===== src/rtl/cordic_pkg.sv =====
// Shared definitions for the CORDIC cosine arbiter and its iteration core.
// Angles and results are signed fixed point with 20 fractional bits.
package cordic_pkg;

  localparam int W_DEFAULT     = 22;
  localparam int ANGLE_MAX_PI2 = 32'h0019_21FB;
  localparam int ONE_Q20       = 32'h0010_0000;

  typedef enum logic [1:0] {
    S_IDLE,
    S_LAUNCH,
    S_BUSY,
    S_DELIVER
  } arb_state_e;

endpackage


===== src/rtl/cordic_unrolled_four_loop.sv =====
// 16-iteration rotation-mode CORDIC cosine, four iterations per clock.
// One clk_en pulse starts a job; done pulses once with cos_out valid.
module cordic_unrolled_four_loop
  import cordic_pkg::*;
#(
  parameter int W = W_DEFAULT
) (
  input  logic         clk,
  input  logic         clk_en,
  input  logic         reset,
  input  logic [W-1:0] angle,
  output logic [W-1:0] cos_out,
  output logic         done
);

  localparam int GUARD = 4;
  localparam int IW    = W + GUARD;
  localparam int FRAC  = 20;
  // 1/gain of 16 CORDIC micro-rotations, in Q(FRAC+GUARD)
  localparam logic signed [IW-1:0] K_QG   = IW'(10188014);
  localparam logic signed [IW-1:0] ONE_IW = IW'(ONE_Q20);
  localparam logic [2:0] PH_IDLE = 3'd0;
  localparam logic [2:0] PH_OUT  = 3'd5;

  logic [2:0]              phase_q, phase_d;
  logic                    vld_p1;
  logic signed [IW-1:0]    x_p0, y_p0, x_n, y_n, xt;
  logic signed [W-1:0]     z_p0, z_n;
  logic signed [IW+W-1:0]  prod;
  logic signed [IW-1:0]    fin;
  logic signed [W-1:0]     cos_p1;
  logic [1:0]              blk;
  int                      base;

  function automatic int atan_q20(input int i);
    case (i)
      0:  return 823550;
      1:  return 486170;
      2:  return 256879;
      3:  return 130396;
      4:  return 65451;
      5:  return 32757;
      6:  return 16383;
      7:  return 8192;
      8:  return 4096;
      9:  return 2048;
      10: return 1024;
      11: return 512;
      12: return 256;
      13: return 128;
      14: return 64;
      15: return 32;
      default: return 0;
    endcase
  endfunction

  function automatic logic signed [W-1:0] rnd_sat(input logic signed [IW-1:0] v);
    logic signed [IW-1:0] r;
    r = (v + IW'(1 <<< (GUARD - 1))) >>> GUARD;
    if (r > ONE_IW) return W'(ONE_IW);
    if (r < -ONE_IW) return W'(-ONE_IW);
    return r[W-1:0];
  endfunction

  always_comb begin
    phase_d = phase_q;
    if (clk_en) phase_d = 3'd1;
    else if (phase_q == PH_OUT) phase_d = PH_IDLE;
    else if (phase_q != PH_IDLE) phase_d = phase_q + 3'd1;
  end

  always_comb begin
    x_n  = x_p0;
    y_n  = y_p0;
    z_n  = z_p0;
    xt   = x_p0;
    blk  = phase_q[1:0] - 2'd1;
    base = 4 * int'(blk);
    for (int j = 0; j < 4; j++) begin
      xt = x_n;
      if (!z_n[W-1]) begin
        x_n = x_n - (y_n >>> (base + j));
        y_n = y_n + (xt >>> (base + j));
        z_n = z_n - W'(atan_q20(base + j));
      end else begin
        x_n = x_n + (y_n >>> (base + j));
        y_n = y_n - (xt >>> (base + j));
        z_n = z_n + W'(atan_q20(base + j));
      end
    end
  end

  // Residual angle left after 16 steps is folded back in: cos(a) ~ x - y*z
  always_comb begin
    prod = y_p0 * z_p0;
    fin  = x_p0 - IW'(prod >>> FRAC);
  end

  always_ff @(posedge clk) begin
    if (reset) begin
      phase_q <= PH_IDLE;
      vld_p1  <= 1'b0;
    end else begin
      phase_q <= phase_d;
      vld_p1  <= (phase_q == PH_OUT) && !clk_en;
    end
  end

  // Stage p0: iteration state, four micro-rotations per cycle
  always_ff @(posedge clk) begin
    if (clk_en) begin
      x_p0 <= K_QG;
      y_p0 <= '0;
      z_p0 <= angle;
    end else if (phase_q != PH_IDLE && phase_q != PH_OUT) begin
      x_p0 <= x_n;
      y_p0 <= y_n;
      z_p0 <= z_n;
    end
  end

  // Stage p1: rounded, saturated result
  always_ff @(posedge clk) begin
    if (phase_q == PH_OUT) cos_p1 <= rnd_sat(fin);
  end

  assign cos_out = cos_p1;
  assign done    = vld_p1;

endmodule


===== src/rtl/cordic_cos_arbiter.sv =====
// Round-robin arbiter sharing one CORDIC cosine core among N_REQ requesters,
// with range checking of the angle and a BUSY timeout.
module cordic_cos_arbiter
  import cordic_pkg::*;
#(
  parameter int N_REQ   = 4,
  parameter int W       = W_DEFAULT,
  parameter int TIMEOUT = 32
) (
  input  logic               clk,
  input  logic               reset,
  input  logic [N_REQ-1:0]   req_valid,
  input  logic [N_REQ*W-1:0] req_angle,
  output logic [N_REQ-1:0]   req_ready,
  output logic [N_REQ-1:0]   rsp_valid,
  output logic [W-1:0]       rsp_cos,
  output logic               rsp_err,
  output logic               busy
);

  localparam int PTR_W = (N_REQ > 1) ? $clog2(N_REQ) : 1;
  localparam int CNT_W = $clog2(TIMEOUT + 1);

  arb_state_e          state_q, state_d;
  logic [PTR_W-1:0]    rr_ptr_q, rr_ptr_d;
  logic [PTR_W-1:0]    tag_q, tag_d;
  logic [W-1:0]        angle_q, angle_d;
  logic [CNT_W-1:0]    cnt_q, cnt_d;
  logic [W-1:0]        rsp_cos_q, rsp_cos_d;
  logic                rsp_err_q, rsp_err_d;

  logic [W-1:0]        ang_arr [N_REQ];
  logic [PTR_W-1:0]    cand, gnt_idx;
  logic                gnt_any;
  logic [W-1:0]        sel_angle;
  logic                in_range;
  logic                core_en;
  logic                core_done;
  logic [W-1:0]        core_cos;

  always_comb begin
    for (int k = 0; k < N_REQ; k++) ang_arr[k] = req_angle[k*W +: W];
  end

  // First valid requester at or after rr_ptr, wrapping
  always_comb begin
    gnt_any = 1'b0;
    gnt_idx = '0;
    cand    = '0;
    for (int o = 0; o < N_REQ; o++) begin
      cand = PTR_W'((int'(rr_ptr_q) + o) % N_REQ);
      if (!gnt_any && req_valid[cand]) begin
        gnt_any = 1'b1;
        gnt_idx = cand;
      end
    end
    sel_angle = ang_arr[gnt_idx];
    in_range  = !sel_angle[W-1] && (sel_angle <= W'(ANGLE_MAX_PI2));
  end

  always_comb begin
    state_d   = state_q;
    rr_ptr_d  = rr_ptr_q;
    tag_d     = tag_q;
    angle_d   = angle_q;
    cnt_d     = cnt_q;
    rsp_cos_d = rsp_cos_q;
    rsp_err_d = rsp_err_q;
    req_ready = '0;
    rsp_valid = '0;
    core_en   = 1'b0;
    case (state_q)
      S_IDLE: begin
        if (gnt_any) begin
          req_ready[gnt_idx] = 1'b1;
          tag_d   = gnt_idx;
          angle_d = sel_angle;
          if (in_range) begin
            state_d = S_LAUNCH;
          end else begin
            state_d   = S_DELIVER;
            rsp_cos_d = '0;
            rsp_err_d = 1'b1;
          end
        end
      end
      S_LAUNCH: begin
        core_en = 1'b1;
        cnt_d   = '0;
        state_d = S_BUSY;
      end
      S_BUSY: begin
        if (core_done) begin
          rsp_cos_d = core_cos;
          rsp_err_d = 1'b0;
          state_d   = S_DELIVER;
        end else begin
          cnt_d = cnt_q + 1'b1;
          if (cnt_d == CNT_W'(TIMEOUT)) begin
            rsp_cos_d = '0;
            rsp_err_d = 1'b1;
            state_d   = S_DELIVER;
          end
        end
      end
      S_DELIVER: begin
        rsp_valid[tag_q] = 1'b1;
        rr_ptr_d = (tag_q == PTR_W'(N_REQ - 1)) ? '0 : tag_q + 1'b1;
        state_d  = S_IDLE;
      end
      default: state_d = S_IDLE;
    endcase
    // Reset must win over the combinational strobes in its own cycle
    if (reset) begin
      req_ready = '0;
      rsp_valid = '0;
      core_en   = 1'b0;
    end
  end

  always_ff @(posedge clk) begin
    if (reset) begin
      state_q   <= S_IDLE;
      rr_ptr_q  <= '0;
      cnt_q     <= '0;
      rsp_cos_q <= '0;
      rsp_err_q <= 1'b0;
    end else begin
      state_q   <= state_d;
      rr_ptr_q  <= rr_ptr_d;
      cnt_q     <= cnt_d;
      rsp_cos_q <= rsp_cos_d;
      rsp_err_q <= rsp_err_d;
    end
  end

  always_ff @(posedge clk) begin
    tag_q   <= tag_d;
    angle_q <= angle_d;
  end

  cordic_unrolled_four_loop #(.W(W)) u_core (
    .clk     (clk),
    .clk_en  (core_en),
    .reset   (reset),
    .angle   (angle_q),
    .cos_out (core_cos),
    .done    (core_done)
  );

  assign rsp_cos = rsp_cos_q;
  assign rsp_err = rsp_err_q;
  assign busy    = !reset && (state_q != S_IDLE);

endmodule


===== config.mk =====
export PLATFORM = sky130hd
export DESIGN_NAME = cordic_cos_arbiter
export DESIGN_NICKNAME = d
export VERILOG_FILES = /design/src/rtl/cordic_pkg.sv /design/src/rtl/cordic_unrolled_four_loop.sv /design/src/rtl/cordic_cos_arbiter.sv
export SDC_FILE = /design/constraint.sdc
export NUM_CORES = 2
export LEC_CHECK = 0
export ABC_AREA = 1
export CORE_ASPECT_RATIO = 1.25
export CORE_MARGIN = 2
export CORE_UTILIZATION = 54
export CTS_CLUSTER_SIZE = 30
export DETAILED_ROUTE_END_ITERATION = 6
export PLACE_DENSITY = 0.75
export SLEW_MARGIN = 40
export SYNTH_ARGS = -nofsm -noshare
export SYNTH_HDL_FRONTEND = slang
export SYNTH_HIERARCHICAL = 1
export SYNTH_MEMORY_MAX_BITS = 65536
export SYNTH_SLANG_ARGS = --single-unit
export TNS_END_PERCENT = 100

===== constraint.sdc =====
create_clock -name clk -period 17.19 [get_ports clk]
set_clock_uncertainty 0.2 [all_clocks]
set_input_delay 3.438 -clock clk [delete_from_list [all_inputs] [get_ports clk]]
set_output_delay 3.438 -clock clk [all_outputs]
set_load 0.01 [all_outputs]

**Word level (Yosys, flattened, before mapping)**

Memories as Yosys holds them, arrays and structs flattened.
Cells that the tools add are included.

- Register bits after elaboration: 157
- Bits in read-only memories: 2,560
- Word-level logic and storage cells: 209
- Memories: 8

- Add/sub/neg operators: 36
- $mul: 1
- Magnitude comparators: 12
- Equal/unequal tests: 11
- Shift-type cells: 8
- Mux-type cells: 88
- Bitwise gates (word level): 1
- Reduce and logical (&&, ||, !) cells: 30

Memories:

| memory | depth | width | read ports | clocked after Yosys merged registers in | wr ports | RTL line | RTL |
|---|---|---|---|---|---|---|---|
| (no name shown) | 16 | 20 | 1 | 0 | 0 | cordic_unrolled_four_loop.sv:36 | `case (i)` |
| (no name shown) | 16 | 20 | 1 | 0 | 0 | cordic_unrolled_four_loop.sv:36 |  |
| (no name shown) | 16 | 20 | 1 | 0 | 0 | cordic_unrolled_four_loop.sv:36 |  |
| (no name shown) | 16 | 20 | 1 | 0 | 0 | cordic_unrolled_four_loop.sv:36 |  |
| (no name shown) | 16 | 20 | 1 | 0 | 0 | cordic_unrolled_four_loop.sv:36 |  |
| (no name shown) | 16 | 20 | 1 | 0 | 0 | cordic_unrolled_four_loop.sv:36 |  |
| 2 more memories | -- | -- | -- | -- | -- | -- |  |

Operators with widths:

| operator | count |
|---|---|
| 22-bit two-way mux | 30 |
| 26-bit subtractor | 9 |
| 26-bit adder | 8 |
| 26-bit two-way mux | 8 |
| 26-bit by 32-bit >>> shifter with 26-bit output | 6 |
| 22-bit adder | 4 |
| 22-bit subtractor | 4 |
| 28-bit logical NOT | 3 |
| 26-bit by 4-bit >>> shifter with 26-bit output | 2 |
| 26-bit by 22-bit multiplier with 46-bit output | 1 |
| 22-bit binary-select mux with 2-bit select | 1 |
| 22-bit one-hot mux with 2 select lines | 1 |
| 26-bit by 5-bit adder with 26-bit output, second input constant | 1 |
| 1-bit two-way mux | 24 |
| 22-bit > comparator, second input constant | 1 |
| 22-bit by 21-bit <= comparator with 1-bit output, second input constant | 1 |
| 22-bit by 21-bit < comparator with 1-bit output, second input constant | 1 |
| 4-bit two-way mux | 5 |
| 2-bit by 3-bit < comparator with 1-bit output, second input constant | 6 |
| 2-bit two-way mux | 9 |
| 6-bit one-hot mux with 2 select lines | 1 |
| 4-bit by 2-bit adder with 5-bit output, second input constant | 2 |
| 1-bit logical AND | 9 |
| 1-bit binary-select mux with 2-bit select | 4 |
| 27 further kinds | 46 |

**Longest topological paths before layout**

- Depth in word-level cells: 21
- Mapped depth: 124

**By module**

The synthesis kept the hierarchy.

Modules (own cells, without submodules):

| module | times used | cells each | area an instance (um2) |
|---|---|---|---|
| cordic_unrolled_four_loop | 1 | 6,889 | 47,025.1 |
| cordic_cos_arbiter | 1 | 593 | 3,867.5 |

**Worst setup path before layout**

Ideal clock, no wire load.

- Path kind: register -> register
- Start: register u_core.phase_q[0]
- End: register u_core.y_p0[24]
- Setup time: 0.115 ns
- Arrival time: 16.969 ns
- Required time: 16.875 ns
- Setup slack: -0.095 ns
- Cell stages (with the launch flop): 119
- Buffers on the path: 30
- Path through: dfxtp_1 > buf_6 > inv_6 > buf_8 > buf_8 > buf_4 > clkbuf_8 > clkbuf_1 > buf_1 > clkbuf_1 > buf_2 > buf_6 > buf_4 > buf_2 > ha_1 > buf_2 > buf_2 > buf_2 > [... 83 more ...] > o21a_1 > nor2_1 > nor2_1 > o21ai_0 > and2_1 > o21ai_0 > nand2_1 > inv_1 > o21ai_0 > nand2_1 > nand2_1 > inv_1 > nor2_1 > nor2_1 > nor2_1 > xnor2_1 > o21ai_0 > inv_1

- Cells in the longest elaborated chain, start to end: 13

RTL lines:

| element | RTL line | RTL |
|---|---|---|
| from (decl) | cordic_unrolled_four_loop.sv:25 | `logic [2:0] phase_q, phase_d;` |
| from (signal assigned) | cordic_unrolled_four_loop.sv:104 | `phase_q <= phase_d;` |
| 2-bit by 1-bit subtractor with 2-bit output | cordic_unrolled_four_loop.sv:77 | `blk = phase_q[1:0] - 2'd1;` |
| 26-bit by 4-bit >>> shifter with 26-bit output | cordic_unrolled_four_loop.sv:82, cordic_unrolled_four_loop.sv:86 |  |
| 26-bit subtractor / 26-bit adder (equally long branches) | cordic_unrolled_four_loop.sv:82, cordic_unrolled_four_loop.sv:86 |  |
| 26-bit two-way mux | cordic_unrolled_four_loop.sv:81 | `if (!z_n[W-1]) begin` |
| 26-bit by 32-bit >>> shifter with 26-bit output | cordic_unrolled_four_loop.sv:83, cordic_unrolled_four_loop.sv:87 |  |
| 26-bit adder / 26-bit subtractor (equally long branches) | cordic_unrolled_four_loop.sv:83, cordic_unrolled_four_loop.sv:87 |  |
| 26-bit two-way mux | cordic_unrolled_four_loop.sv:81 |  |
| 26-bit by 32-bit >>> shifter with 26-bit output | cordic_unrolled_four_loop.sv:82, cordic_unrolled_four_loop.sv:86 |  |
| 26-bit subtractor / 26-bit adder (equally long branches) | cordic_unrolled_four_loop.sv:82, cordic_unrolled_four_loop.sv:86 |  |
| 26-bit two-way mux | cordic_unrolled_four_loop.sv:81 |  |
| 26-bit by 32-bit >>> shifter with 26-bit output | cordic_unrolled_four_loop.sv:83, cordic_unrolled_four_loop.sv:87 |  |
| 26-bit adder / 26-bit subtractor (equally long branches) | cordic_unrolled_four_loop.sv:83, cordic_unrolled_four_loop.sv:87 |  |
| 26-bit two-way mux | cordic_unrolled_four_loop.sv:81 |  |
| to (signal assigned) | cordic_unrolled_four_loop.sv:117 | `y_p0 <= y_n;` |
| to (decl) | cordic_unrolled_four_loop.sv:27 | `logic signed [IW-1:0] x_p0, y_p0, x_n, y_n, xt;` |

Several ways; a longest one is shown, not always the timed one. The select of a mux whose other input is x is not followed.
A chain may end at the register's enable or synchronous reset.

**Final worst setup path**

- Start: register u_core.phase_q[1]
- End: register u_core.y_p0[24]

The elaborated chain is that of the path after synthesis.

==> results.ini <==
[yosys]
synth_top_area_share_pct = 22.7
synth.yosys.seq_area_share_pct = 7.51
post-synth-top-area-cell = fa_1
post_synth.cell_area_avg_um2 = 6.80
ys.flop_type = dfxtp_1
synth-edff-count = 68
ys_seq_elements = 157
asyncSetResetFlopFracSynth_pct = 0
number_of_standard_cells_after_synthesis = 7482
mappedNetlistArea_um2 = 50900
synth.most_common_cell = nand2_1
synth_area_leaders = fa_1 23%, nand2_1 15%, ha_1 12%
yosysUniqueCellTypes = 75
synth_common_cells = 2051 x nand2_1, 1304 x inv_1, 576 x fa_1
synth_nets = 8644
ys.warnings.count = 6

[clocking]
tritoncts_num_sinks = 157
hold_buffers = 0
clk_pin_slew_worst_paths_ns = 0.09
cts_max_level = 4
insertion_delay_to_the_later_sink_of_the_worst_skew_pair_ns = 0.48
tritoncts = yes
clock-root-buffer = clkbuf_16
cts-buffers-inserted = 17
clockBufferDepth = 2

[floorplanning]
die_height_um = 347
die_width_um = 279
ios = 126
floorplan.rows = 125
die_outline_area_um2 = 96700
starting_density_of_the_core_pct = 54.6
floorplan.core_area_um2 = 93200

[final_layout]
drive_above_1_share_pct = 4.81
num-nets-final = 8617
fillCellCount = 9044
synthToLayoutAreaGrowth_pct = 6.07
layout.core_utilization_pct = 57.9
area_occupied_by_registers_um2 = 3830
final_cells = 8678
multi_input_gate_area_in_the_final_layout_um2 = 40800

[sta]
timing.final.crit_period_ns = 15.93
worst-slew-pin-transition_ns = 0.883
timing.setup.tns_ns = 0
finalMaxSlewViolations = 0
finalSetupViolCount = 0
final_hold_viol_count = 0
finalCritPeriodShare_pct = 92.6
rsz0062_at_grt = false
fin_ws_ns = 1.26
timing.slew.headroom_pct = 40.5
achievable-frequency_mhz = 62.8

[flow_run]
maxCapViolCount = 0

[grt]
grtUsageTotal_pct = 36.8
globalRouteOverflowTotal = 0
grt_first_pass_wirelength_mm = 275
first_global_vias = 49600
grt_max_degree = 162
grt_antenna_before_repair = 1

[worst_setup_path]
worst-endpoint-arrival_ns = 16.08
cpPeakStageDelay_ns = 0.44
timing_worst_setup_path_type = reg2reg
critical_path.startpoint_type = flip-flop
crit_path_max_fanout = 42
library_cell_contributing_the_largest_single_delay_on_the_critical_path = clkinvlp_4
worst_setup_path_end_kind = flip-flop
crit_top_cell = nand2_1
critPathRequiredTime_ns = 17.34

[placed_design]
place_hpwl_mm = 145
placement.io_buffers = 125
placed_cells = 8633
place.gp.congestion = 1.09
placement.setup.worst_slack_ns = 0.501

[drt]
drc_errors = 0
drt-pass1-iter-count = 6
postRouteAntennaNets = 0
via_count = 50000
post_drt_via_cell_ratio = 5.77
drt_first_iter_violations = 4420
wl_per_cell_um = 20.8
routed_wirelength_mm = 180

[outcome]
run_status = finished clean

[worst_hold_path]
hp-class = reg2reg

## layer usage
metal / GRT usage [%] / part of all wire [%]
met1: 42.4 / 37
met2: 62.3 / 47
met3: 5.52 / 7.3
met4: 27.2 / 8.6
met5: 0 / 0.0055
## cell families after synthesis
logic type | after synthesis | share of synthesized area, %
compound gates | 1072 | 11.8
xor+xnor | 427 | 7.38
fa+ha+maj | 1068 | 34.8
buf+inv | 1610 | 12.5
flops | 157 | 7.51
mux | 7 | 0.140
simple gates | 3141 | 25.9
## stage by stage
step | hold slack (ns) | area (µm²)
2_1_floorplan | 0.254 | 50900
3_3_place_gp | 0.250 | 53100
3_5_place_dp | 0.256 | 53100
4_1_cts | 0.267 | 53700
5_1_grt | 0.288 | 54000
6_report | 0.267 | 54000
## sequential cells by signal, indices dropped and copies added (netlist names)
signal	count
angle_q	22
cnt_q	6
rr_ptr_q	2
rsp_cos	22
rsp_err	1
state_q	2
tag_q	2
u_core/cos_out	22
u_core/done	1
u_core/phase_q	3
u_core/x_p0	26
u_core/y_p0	26
u_core/z_p0	22
## what timing repair did
item | 4_1_cts | 5_1_grt
hold endpoints to repair | 0 | 0
resized for setup | 0 | 47
buffers inserted | 0 | 7
setup endpoints to repair | 0 | 18
## critical path, delay by kind of cell (launching register included)
family	cells	cell delay (ns)
xor gates and xnor gates	2	0.20
and+or+nand+nor	45	5.44
DFF	1	0.39
adders and majority gates	5	1.43
buffers and inverters	16	3.23
AOI/OAI and AO/OA	27	4.84
## area by class of cell
type,instances,share of cell area [%]
multi-input cells,5715,75.7
flip-flops and latches,157,7.10
clock buffers,17,0.788
diodes,4,0.0185
well taps,1206,2.80
clock inverters,15,0.369
repair buffers,230,3.96
inverters,1334,9.31
## cell usage in the layout, fill, tap and decap left out, types with 52 or more instances in the layout
master / synthesis / layout
xnor2_1: 145 / 145
nand4_1: 57 / 57
nand3_1: 357 / 356
nand2_1: 2051 / 2049
nor2_1: 426 / 420
inv_1: 1304 / 1302
o21ai_0: 328 / 318
edfxtp_1: 68 / 68
xor2_1: 280 / 279
buf_4: 21 / 96
fa_1: 576 / 576
nand2_2: 50 / 52
ha_1: 492 / 490
dfxtp_1: 89 / 86
clkdlybuf4s50_1: 0 / 125
a21oi_1: 466 / 463
## worst paths after layout
check	start	end	slack, ns	cells after the start
worst min-delay path	rsp_cos[1]	rsp_cos[1]	0.27	2
worst max register to register	u_core/phase_q[1]	u_core/y_p0[24]	1.26	95
worst min register to register	rsp_cos[1]	rsp_cos[1]	0.27	2
worst max-delay path	u_core/phase_q[1]	u_core/y_p0[24]	1.26	95
Power is not shown: default switching activity piles up to over one toggle a cycle in this logic, so the estimate is an artifact.
